===== src/rtl/instruction_decode_if.sv =====
// rtl/instruction_decode_if.sv - fetch-to-decode and decode-to-execute signal bundle
interface instruction_decode_if;
    logic        run;
    logic [31:0] pc_in;
    logic [31:0] insn;
    logic        stall;
    logic        flush;
    logic        hazard_stall;
    logic        valid;
    logic [31:0] pc_out;
    logic [4:0]  rd;
    logic [4:0]  rs1;
    logic [4:0]  rs2;
    logic [2:0]  funct3;
    logic [31:0] imm;
    logic [3:0]  alu_op;
    logic        alu_src_imm;
    logic        reg_we;
    logic        is_load;
    logic        is_store;
    logic        is_branch;
    logic        is_jal;
    logic        is_jalr;
    logic        is_auipc;
    logic        is_system;
    logic        illegal;

    modport slave (
        input  run, pc_in, insn, stall, flush,
        output hazard_stall, valid, pc_out, rd, rs1, rs2, funct3, imm, alu_op,
               alu_src_imm, reg_we, is_load, is_store, is_branch, is_jal,
               is_jalr, is_auipc, is_system, illegal
    );

    modport master (
        output run, pc_in, insn, stall, flush,
        input  hazard_stall, valid, pc_out, rd, rs1, rs2, funct3, imm, alu_op,
               alu_src_imm, reg_we, is_load, is_store, is_branch, is_jal,
               is_jalr, is_auipc, is_system, illegal
    );
endinterface


===== src/rtl/instruction_decode.sv =====
// rtl/instruction_decode.sv - RV32I decode stage with registered micro-op and load-use detection
module instruction_decode #(
    parameter logic [31:0] NOP_PC = 32'h0000_0000
) (
    input  logic                  clk,
    input  logic                  reset,
    instruction_decode_if.slave   dif
);
    localparam logic [6:0] OPC_OP      = 7'b0110011;
    localparam logic [6:0] OPC_OP_IMM  = 7'b0010011;
    localparam logic [6:0] OPC_LOAD    = 7'b0000011;
    localparam logic [6:0] OPC_STORE   = 7'b0100011;
    localparam logic [6:0] OPC_BRANCH  = 7'b1100011;
    localparam logic [6:0] OPC_JAL     = 7'b1101111;
    localparam logic [6:0] OPC_JALR    = 7'b1100111;
    localparam logic [6:0] OPC_LUI     = 7'b0110111;
    localparam logic [6:0] OPC_AUIPC   = 7'b0010111;
    localparam logic [6:0] OPC_MISC    = 7'b0001111;
    localparam logic [6:0] OPC_SYSTEM  = 7'b1110011;

    localparam logic [3:0] ALU_ADD  = 4'd0;
    localparam logic [3:0] ALU_SUB  = 4'd1;
    localparam logic [3:0] ALU_SLL  = 4'd2;
    localparam logic [3:0] ALU_SLT  = 4'd3;
    localparam logic [3:0] ALU_SLTU = 4'd4;
    localparam logic [3:0] ALU_XOR  = 4'd5;
    localparam logic [3:0] ALU_SRL  = 4'd6;
    localparam logic [3:0] ALU_SRA  = 4'd7;
    localparam logic [3:0] ALU_OR   = 4'd8;
    localparam logic [3:0] ALU_AND  = 4'd9;
    localparam logic [3:0] ALU_PASS = 4'd10;

    typedef struct packed {
        logic        valid;
        logic [31:0] pc;
        logic [4:0]  rd;
        logic [4:0]  rs1;
        logic [4:0]  rs2;
        logic [2:0]  funct3;
        logic [31:0] imm;
        logic [3:0]  alu_op;
        logic        alu_src_imm;
        logic        reg_we;
        logic        is_load;
        logic        is_store;
        logic        is_branch;
        logic        is_jal;
        logic        is_jalr;
        logic        is_auipc;
        logic        is_system;
        logic        illegal;
    } uop_t;

    localparam uop_t BUBBLE = '{pc: NOP_PC, default: '0};

    logic [31:0] insn;
    logic [6:0]  opcode;
    logic [2:0]  f3;
    logic [6:0]  f7;
    logic [31:0] imm_i, imm_s, imm_b, imm_u, imm_j;
    logic        uses_rs1, uses_rs2, we_raw, ill;
    uop_t        dec, uop_q;
    logic        hazard;

    assign insn   = dif.insn;
    assign opcode = insn[6:0];
    assign f3     = insn[14:12];
    assign f7     = insn[31:25];

    assign imm_i = {{20{insn[31]}}, insn[31:20]};
    assign imm_s = {{20{insn[31]}}, insn[31:25], insn[11:7]};
    assign imm_b = {{19{insn[31]}}, insn[31], insn[7], insn[30:25], insn[11:8], 1'b0};
    assign imm_u = {insn[31:12], 12'b0};
    assign imm_j = {{11{insn[31]}}, insn[31], insn[19:12], insn[20], insn[30:21], 1'b0};

    always_comb begin
        dec      = BUBBLE;
        uses_rs1 = 1'b0;
        uses_rs2 = 1'b0;
        we_raw   = 1'b0;
        ill      = 1'b0;
        dec.valid  = 1'b1;
        dec.pc     = dif.pc_in;
        dec.funct3 = f3;
        // opcode includes insn[1:0], so compressed encodings fall into default
        case (opcode)
            OPC_OP: begin
                uses_rs1 = 1'b1;
                uses_rs2 = 1'b1;
                we_raw   = 1'b1;
                case (f3)
                    3'd0: dec.alu_op = (f7 == 7'h20) ? ALU_SUB : ALU_ADD;
                    3'd1: dec.alu_op = ALU_SLL;
                    3'd2: dec.alu_op = ALU_SLT;
                    3'd3: dec.alu_op = ALU_SLTU;
                    3'd4: dec.alu_op = ALU_XOR;
                    3'd5: dec.alu_op = (f7 == 7'h20) ? ALU_SRA : ALU_SRL;
                    3'd6: dec.alu_op = ALU_OR;
                    default: dec.alu_op = ALU_AND;
                endcase
                ill = !((f7 == 7'h00) || (f7 == 7'h20 && (f3 == 3'd0 || f3 == 3'd5)));
            end
            OPC_OP_IMM: begin
                uses_rs1        = 1'b1;
                we_raw          = 1'b1;
                dec.alu_src_imm = 1'b1;
                dec.imm         = imm_i;
                case (f3)
                    3'd0: dec.alu_op = ALU_ADD;
                    3'd1: dec.alu_op = ALU_SLL;
                    3'd2: dec.alu_op = ALU_SLT;
                    3'd3: dec.alu_op = ALU_SLTU;
                    3'd4: dec.alu_op = ALU_XOR;
                    3'd5: dec.alu_op = (f7 == 7'h20) ? ALU_SRA : ALU_SRL;
                    3'd6: dec.alu_op = ALU_OR;
                    default: dec.alu_op = ALU_AND;
                endcase
                if (f3 == 3'd1)
                    ill = (f7 != 7'h00);
                else if (f3 == 3'd5)
                    ill = (f7 != 7'h00) && (f7 != 7'h20);
            end
            OPC_LOAD: begin
                uses_rs1        = 1'b1;
                we_raw          = 1'b1;
                dec.alu_src_imm = 1'b1;
                dec.imm         = imm_i;
                dec.is_load     = 1'b1;
                ill = (f3 == 3'd3) || (f3 == 3'd6) || (f3 == 3'd7);
            end
            OPC_STORE: begin
                uses_rs1        = 1'b1;
                uses_rs2        = 1'b1;
                dec.alu_src_imm = 1'b1;
                dec.imm         = imm_s;
                dec.is_store    = 1'b1;
                ill = (f3 > 3'd2);
            end
            OPC_BRANCH: begin
                uses_rs1      = 1'b1;
                uses_rs2      = 1'b1;
                dec.imm       = imm_b;
                dec.is_branch = 1'b1;
                ill = (f3 == 3'd2) || (f3 == 3'd3);
            end
            OPC_JAL: begin
                we_raw     = 1'b1;
                dec.imm    = imm_j;
                dec.is_jal = 1'b1;
            end
            OPC_JALR: begin
                uses_rs1        = 1'b1;
                we_raw          = 1'b1;
                dec.alu_src_imm = 1'b1;
                dec.imm         = imm_i;
                dec.is_jalr     = 1'b1;
                ill = (f3 != 3'd0);
            end
            OPC_LUI: begin
                we_raw          = 1'b1;
                dec.alu_src_imm = 1'b1;
                dec.imm         = imm_u;
                dec.alu_op      = ALU_PASS;
            end
            OPC_AUIPC: begin
                we_raw          = 1'b1;
                dec.alu_src_imm = 1'b1;
                dec.imm         = imm_u;
                dec.is_auipc    = 1'b1;
            end
            OPC_MISC: begin
            end
            OPC_SYSTEM: begin
                dec.is_system = 1'b1;
            end
            default: ill = 1'b1;
        endcase
        dec.illegal = ill;
        dec.rs1     = uses_rs1 ? insn[19:15] : 5'd0;
        dec.rs2     = uses_rs2 ? insn[24:20] : 5'd0;
        dec.reg_we  = we_raw && !ill && (insn[11:7] != 5'd0);
        dec.rd      = dec.reg_we ? insn[11:7] : 5'd0;
        if (ill) begin
            dec.is_load  = 1'b0;
            dec.is_store = 1'b0;
        end
    end

    // rd != 0 is implied by is_load with reg_we set, but kept explicit for clarity
    assign hazard = uop_q.valid && uop_q.is_load && (uop_q.rd != 5'd0) &&
                    dif.run && !dif.flush && !dif.stall &&
                    ((uses_rs1 && insn[19:15] == uop_q.rd) ||
                     (uses_rs2 && insn[24:20] == uop_q.rd));

    always_ff @(posedge clk or negedge reset) begin
        if (!reset)
            uop_q <= BUBBLE;
        else if (dif.flush)
            uop_q <= BUBBLE;
        else if (dif.stall)
            uop_q <= uop_q;
        else if (hazard || !dif.run)
            uop_q <= BUBBLE;
        else
            uop_q <= dec;
    end

    assign dif.hazard_stall = hazard;
    assign dif.valid        = uop_q.valid;
    assign dif.pc_out       = uop_q.pc;
    assign dif.rd           = uop_q.rd;
    assign dif.rs1          = uop_q.rs1;
    assign dif.rs2          = uop_q.rs2;
    assign dif.funct3       = uop_q.funct3;
    assign dif.imm          = uop_q.imm;
    assign dif.alu_op       = uop_q.alu_op;
    assign dif.alu_src_imm  = uop_q.alu_src_imm;
    assign dif.reg_we       = uop_q.reg_we;
    assign dif.is_load      = uop_q.is_load;
    assign dif.is_store     = uop_q.is_store;
    assign dif.is_branch    = uop_q.is_branch;
    assign dif.is_jal       = uop_q.is_jal;
    assign dif.is_jalr      = uop_q.is_jalr;
    assign dif.is_auipc     = uop_q.is_auipc;
    assign dif.is_system    = uop_q.is_system;
    assign dif.illegal      = uop_q.illegal;
endmodule


===== src/flat_wrapper.sv =====
// flat-port wrapper written by rule: the top's interface ports become plain ports
module instruction_decode_flat 
#(
    parameter logic [31:0] NOP_PC = 32'h0000_0000
)
  (clk, reset, dif_run, dif_pc_in, dif_insn, dif_stall, dif_flush, dif_hazard_stall, dif_valid, dif_pc_out, dif_rd, dif_rs1, dif_rs2, dif_funct3, dif_imm, dif_alu_op, dif_alu_src_imm, dif_reg_we, dif_is_load, dif_is_store, dif_is_branch, dif_is_jal, dif_is_jalr, dif_is_auipc, dif_is_system, dif_illegal);
  instruction_decode_if dif_i ();
  input  logic clk;
  input  logic reset;
  input wire logic [$bits(dif_i.run)-1:0] dif_run;
  input wire logic [$bits(dif_i.pc_in)-1:0] dif_pc_in;
  input wire logic [$bits(dif_i.insn)-1:0] dif_insn;
  input wire logic [$bits(dif_i.stall)-1:0] dif_stall;
  input wire logic [$bits(dif_i.flush)-1:0] dif_flush;
  output wire logic [$bits(dif_i.hazard_stall)-1:0] dif_hazard_stall;
  output wire logic [$bits(dif_i.valid)-1:0] dif_valid;
  output wire logic [$bits(dif_i.pc_out)-1:0] dif_pc_out;
  output wire logic [$bits(dif_i.rd)-1:0] dif_rd;
  output wire logic [$bits(dif_i.rs1)-1:0] dif_rs1;
  output wire logic [$bits(dif_i.rs2)-1:0] dif_rs2;
  output wire logic [$bits(dif_i.funct3)-1:0] dif_funct3;
  output wire logic [$bits(dif_i.imm)-1:0] dif_imm;
  output wire logic [$bits(dif_i.alu_op)-1:0] dif_alu_op;
  output wire logic [$bits(dif_i.alu_src_imm)-1:0] dif_alu_src_imm;
  output wire logic [$bits(dif_i.reg_we)-1:0] dif_reg_we;
  output wire logic [$bits(dif_i.is_load)-1:0] dif_is_load;
  output wire logic [$bits(dif_i.is_store)-1:0] dif_is_store;
  output wire logic [$bits(dif_i.is_branch)-1:0] dif_is_branch;
  output wire logic [$bits(dif_i.is_jal)-1:0] dif_is_jal;
  output wire logic [$bits(dif_i.is_jalr)-1:0] dif_is_jalr;
  output wire logic [$bits(dif_i.is_auipc)-1:0] dif_is_auipc;
  output wire logic [$bits(dif_i.is_system)-1:0] dif_is_system;
  output wire logic [$bits(dif_i.illegal)-1:0] dif_illegal;
  assign dif_i.run = dif_run;
  assign dif_i.pc_in = dif_pc_in;
  assign dif_i.insn = dif_insn;
  assign dif_i.stall = dif_stall;
  assign dif_i.flush = dif_flush;
  assign dif_hazard_stall = dif_i.hazard_stall;
  assign dif_valid = dif_i.valid;
  assign dif_pc_out = dif_i.pc_out;
  assign dif_rd = dif_i.rd;
  assign dif_rs1 = dif_i.rs1;
  assign dif_rs2 = dif_i.rs2;
  assign dif_funct3 = dif_i.funct3;
  assign dif_imm = dif_i.imm;
  assign dif_alu_op = dif_i.alu_op;
  assign dif_alu_src_imm = dif_i.alu_src_imm;
  assign dif_reg_we = dif_i.reg_we;
  assign dif_is_load = dif_i.is_load;
  assign dif_is_store = dif_i.is_store;
  assign dif_is_branch = dif_i.is_branch;
  assign dif_is_jal = dif_i.is_jal;
  assign dif_is_jalr = dif_i.is_jalr;
  assign dif_is_auipc = dif_i.is_auipc;
  assign dif_is_system = dif_i.is_system;
  assign dif_illegal = dif_i.illegal;
  instruction_decode #(.NOP_PC(NOP_PC)) u_core (.clk(clk), .reset(reset), .dif(dif_i));
endmodule

===== config.mk =====
export PLATFORM = sky130hd
export DESIGN_NAME = instruction_decode_flat
export DESIGN_NICKNAME = d
export VERILOG_FILES = /design/src/rtl/instruction_decode_if.sv /design/src/rtl/instruction_decode.sv /design/src/flat_wrapper.sv
export SDC_FILE = /design/constraint.sdc
export NUM_CORES = 1
export LEC_CHECK = 0
export BUFFER_PORTS_ARGS = -buffer_cell sky130_fd_sc_hd__buf_2
export CORE_AREA = 2 2 94 96
export DETAILED_ROUTE_END_ITERATION = 7
export DIE_AREA = 0 0 96 98
export PLACE_DENSITY = 0.84
export SLEW_MARGIN = 30
export SYNTH_ARGS = -nofsm -noshare
export SYNTH_HDL_FRONTEND = slang
export SYNTH_SLANG_ARGS = --single-unit

===== constraint.sdc =====
create_clock -name clk -period 3.47 [get_ports clk]
set_clock_uncertainty 0.1 [all_clocks]
set_input_delay 0.1735 -clock clk [delete_from_list [all_inputs] [get_ports clk]]
set_output_delay 0.1735 -clock clk [all_outputs]
set_load 0.05 [all_outputs]

==> metrics.txt, run 1 <==
Final ANT Viol Nets=0; maximum fanout along the worst path=24; f_max=0.396 GHz; vias per std cell=5.86; RSZ-0062 raised after global routing=no; hpwl dp=8600 um; Synth area leaders=dfrtp_1 57%, a22o_1 11%, o21ai_0 4.6%, nand2_1 3.6%, a21oi_1 3.1%; hold slack=0.0404 ns; post-cts resize count=0; Clock Latency Late Sink=0.38 ns; nature of the critical path startpoint=flop; postcts setup bufs=0; CORE AREA=8470 um2; Worst slew margin=0.402; fin. max-slew vios=0; share of cells above drive strength 1=0.326; Initial Util=0.501; initial antenna violation count=0; crit path time final=2.53 ns; fin crit share=0.728; Reg area=2430 um2; Die Width=96 um; sequential element share of the synthesized area=0.572; Tightest Pin Transition=0.895 ns; DRC Markers=0; status=finished clean; final cell count without fillers=704; worst min-delay path class=primary input to flop; clock buffer depth=2; P&R area growth vs syn=37.5%; Post-DP Area=5130 um2; All-Layer GR Usage=0.280; Syn Std Cell Area=4240 um2; largest net degree at the start of global routing=98; Synth top area share=0.572; CTS tree=done; total CTS buffers=9; vias in the first global route=4023; Post-synth EDFFs=0; TritonRoute pass-1 iters=5; clock sink count=97; most frequent cell after synthesis=dfrtp_1; Hold Fails Final Rpt=0; crit path kind=flop to flop; Inst Count DP=638; die area=9410 um2; Req. time, crit path=3.68 ns; dominant synthesized flop cell=dfrtp_1; Mean Syn Cell Area=10.9 um2; Worst-path clk slew=0.10 ns; FFs w/ async S/R, synth=1.00; multi-input logic area=1680 um2; Synth cell types=47; Final Setup Violations=0; GPL Wtd Cong=0.964; Synth Net Count=458; TNS Setup=0 ns; PwrDens=381 nW/um2; max-capacitance violation count=0; gr ovfl total=0; Post-layout nets=660; register bit total from synthesis=97; initial drt markers=273; Ports=167; WL final=13100 um; diodes inserted=0; YS warnings=0; detailed-route via count=4125; htree depth=3; num rows=34; Post-Layout Inst Area=5830 um2; Synth Instances=389; fill cell count=627; Util after Layout=0.689; synth cell count leaders=97 x dfrtp_1, 53 x a22o_1, 41 x nand2_1; CP endpoint kind=flop; WL per Instance=18.6 um; Peak supply drop=0.184 mV; Synth area leader=dfrtp_1; PortBufs=166; Leakage=3.01 nW; die extent in y=98 um; first-pass GRT wire length=20300 um; WP data arrival=2.74 ns; CTS root buf=clkbuf_8
==> per-layer routing <==
metal  track usage  vias to the layer above  share of wire
met5             0                        -              0
met4         0.110                        0          0.029
met3        0.0756                       39          0.090
met2         0.446                      233           0.48
met1         0.362                     2003           0.40
li1              -                     1850              -
==> repair_timing <==
item                                    in CTS  in global routing
hold buffers                                49                  0
hold endpoints to repair                   137                  0
endpoints found under the setup margin       0                  0
==> where the power goes <==
| group | switching (W) | internal, W | leakage [nW] |
|---|---|---|---|
| clock | 0.000452 | 0.000283 | 0.0966 |
| combinational | 0.000209 | 0.000115 | 1.57 |
| sequential | 0.0000114 | 0.00115 | 1.34 |
==> area by class of cell <==
| cell class | count | area share |
|---|---|---|
| well taps | 108 | 0.0232 |
| clock inverters | 7 | 0.0116 |
| clock buffers | 9 | 0.0212 |
| multi-input cells | 258 | 0.288 |
| flip-flops and latches | 97 | 0.416 |
| inverters | 4 | 0.00257 |
| repair buffers | 221 | 0.237 |
==> flip-flops by register name, summed over array words and instances (netlist names), 3 cells and up <==
register           cells
u_core.dif.imm        32
u_core.dif.pc_out     32
u_core.dif.rd          5
u_core.dif.rs1         5
u_core.dif.rs2         5
u_core.dif.alu_op      4
u_core.dif.funct3      3
==> per-stage QoR <==
| stage | power [W] | setup WS (ns) |
|---|---|---|
| global route | 0.00230 | 0.794 |
| CTS | 0.00222 | 0.949 |
| detailed placement | 0.00146 | 0.982 |
| finish | 0.00222 | 0.942 |
| floorplan | 0.00134 | 1.05 |
| global placement | 0.00145 | 1.05 |
==> path summary, 6_finish.rpt <==
kind / slack [ns] / cells past startpoint / from / endpoint
max: 0.94 / 6 / u_core.dif.rd[0] / u_core.dif.pc_out[16]
min: 0.04 / 2 / dif_insn[21] / u_core.dif.rs2[1]
min reg2reg: 0.39 / 2 / u_core.dif.is_system / u_core.dif.is_system
max reg2reg: 0.94 / 6 / u_core.dif.rd[0] / u_core.dif.pc_out[16]
min in group asynchronous: 0.30 / 2 / reset / u_core.dif.pc_out[8]
max in group asynchronous: 2.28 / 3 / reset / u_core.dif.imm[9]
==> layout by cell type (no fill, tap or decap), drive strengths merged, types with 5 or more instances in the layout <==
cell type / Yosys / layout
a22oi: 5 / 5
a21oi: 27 / 27
inv: 4 / 10
nand2: 41 / 41
dfrtp: 97 / 97
xor2: 7 / 7
a32o: 11 / 11
dlygate4sd3: 0 / 49
buf: 11 / 172
nor3: 7 / 7
nor2: 15 / 15
a22o: 53 / 53
clkbuf: 19 / 9
nor2b: 7 / 7
o21ai: 39 / 39
==> kinds of logic (layout without fill, tap and decap cells) <==
group	count (synthesis)	count (layout)	share of synthesized area
xor gates and xnor gates	11	11	0.0227
AOI/OAI and AO/OA	150	150	0.253
muxes	1	1	0.00265
and+or+nand+nor	96	96	0.114
DFF	97	97	0.572
buffers and inverters	34	241	0.0351
==> critical path: stages, from the launching register on <==
cell	delay (ns)
dfrtp_1	0.46
or4_1	0.55
o2111ai_1	0.22
a21oi_2	0.11
nor2_4	0.46
buf_4	0.36
a22o_1	0.18
(Power assumes the default switching activity.)
==> run 2: changes to the inputs <==
Settings changed: CORE_AREA 2 2 94 96 to 2 2 97 99, DIE_AREA 0 0 96 98 to 0 0 99 101, PLACE_DENSITY 0.84 to 0.79.
Clock period 3.47 ns to 2.6 ns, I/O delays scaled along.
==> run 2 against run 1 <==
Total power up 29%. Hold slack worse by 0.015 ns. Sequential share of layout area down 0.73 points. Clock power up 19%. Clock-buffer cell count up 1. Global-route usage down 0.22 points. Sequential cell count unchanged. Combinational power up 38%. Via count up 0.36%. Register-to-register slack worse by 0.85 ns. Critical endpoint is now u_core.dif.imm[5]. Largest cell class unchanged.
==> metrics.txt, run 2 (synthesized netlist as in run 1, its figures left out) <==
PwrDens=484 nW/um2; WL final=13700 um; TNS Setup=0 ns; Clock Latency Late Sink=0.36 ns; Worst-path clk slew=0.10 ns; vias in the first global route=4280; Peak supply drop=0.225 mV; Power, Total=0.00287 W; max-capacitance violation count=0; initial drt markers=243; total CTS buffers=9; M3 GR Usage=0.0430; detailed-route via count=4140; commonest non-fill, non-tap cell in the layout=buf_2; r2r worst-path depth=5; Cell Chain, Critical Path=or4_1, o2111ai_1, a21oi_4, nor3b_1, a22o_1; hpwl dp=9010 um; Final Setup Violations=0; max incr delay on CP=0.81 ns; commonest non-fill, non-tap cells in the layout=164 x buf_2, 97 x dfrtp_1, 53 x a22o_1, 52 x dlygate4sd3_1, 41 x nand2_1; Inst Count DP=651; grt met2 use=0.443; CP max stage cell=nor3b_1; worst min-delay path class=primary input to flop; largest net degree at the start of global routing=98; CTS root buf=clkbuf_8; crit path time final=2.51 ns; clock sink count=97; die extent in y=101 um; number of cells on the critical path=5; Post-Layout Inst Area=5940 um2; TritonRoute pass-1 iters=5; htree depth=3; maximum fanout along the worst path=7; All-Layer GR Usage=0.278; Initial Util=0.473; crit path kind=flop to flop; GRT met1 Usage=0.379; fin. max-slew vios=0; Tightest Pin Transition=0.983 ns; Req. time, crit path=2.79 ns; CTS tree=done; WP data arrival=2.70 ns; share of cells above drive strength 1=0.331; Util after Layout=0.661; WL per Instance=19.1 um; final cell count without fillers=718; initial antenna violation count=0; f_max=0.399 GHz; CP delay by family, top=simple AND/OR/NAND/NOR gates; DRC Markers=0; vias per std cell=5.77; clock buffer depth=2; Die Width=99 um; Worst slew margin=0.343; grt peak-use layer=met2; RSZ-0062 raised after global routing=no; GPL Wtd Cong=0.839; Hold Crit Depth=2; P&R area growth vs syn=39.9%; num rows=35; PortBufs=166; nature of the critical path startpoint=flop; CORE AREA=8980 um2; gr ovfl total=0; Ports=167; first-pass GRT wire length=21900 um; Hold Fails Final Rpt=0; fin crit share=0.964; Post-DP Area=5240 um2; Post-layout nets=672; Leakage=3.05 nW; status=finished clean; CP endpoint kind=flop; die area=10000 um2; Final ANT Viol Nets=0; CP bufs+invs=0; diodes inserted=0
-- run 2: area by class of cell --
| type | instances | area (um2) |
|---|---|---|
| clock buffer | 10 | 128 |
| clock inverter | 5 | 40.0 |
| fill | 692 | 3040 |
| inverter | 4 | 15.0 |
| multi-input combinational | 258 | 1690 |
| sequential | 97 | 2430 |
| tap | 111 | 139 |
| timing repair buffer | 233 | 1500 |
-- run 2: timing repair --
| item | in CTS | in global routing |
|---|---|---|
| resized for setup | 0 | 2 |
| endpoints found under the hold margin | 94 | 0 |
| hold buffers | 52 | 0 |
| endpoints found under the setup margin | 0 | 1 |
| setup buffers | 0 | 0 |
-- run 2: routing by layer --
layer / vias to the layer above / wire length [um]
li1: 1867 / -
met1: 2021 / 5750
met2: 216 / 6610
met3: 36 / 941
met4: 0 / 442
met5: - / 0
-- run 2: worst paths after layout --
kind	start	slack, ns	to
setup / recovery	u_core.dif.rd[0]	0.09	u_core.dif.imm[5]
hold reg to reg	u_core.dif.imm[29]	0.38	u_core.dif.imm[29]
setup reg to reg	u_core.dif.rd[0]	0.09	u_core.dif.imm[5]
max in group asynchronous	reset	1.42	u_core.dif.is_branch
hold / removal	dif_insn[22]	0.03	u_core.dif.rs2[2]
min in group asynchronous	reset	0.19	u_core.dif.pc_out[7]
-- run 2: metrics by stage --
step	hold slack, ns	worst slack, ns
after floorplan	-0.266	0.220
after global placement	0.0339	0.124
after detailed placement	0.0406	0.136
after CTS	0.000548	0.0301
after global routing	0.0169	0.0159
final	0.0257	0.0932
-- run 2: report_power, final --
part           switching [W]  internal (W)
Sequential         0.0000149       0.00153
Clock               0.000528      0.000350
Combinational       0.000283      0.000164
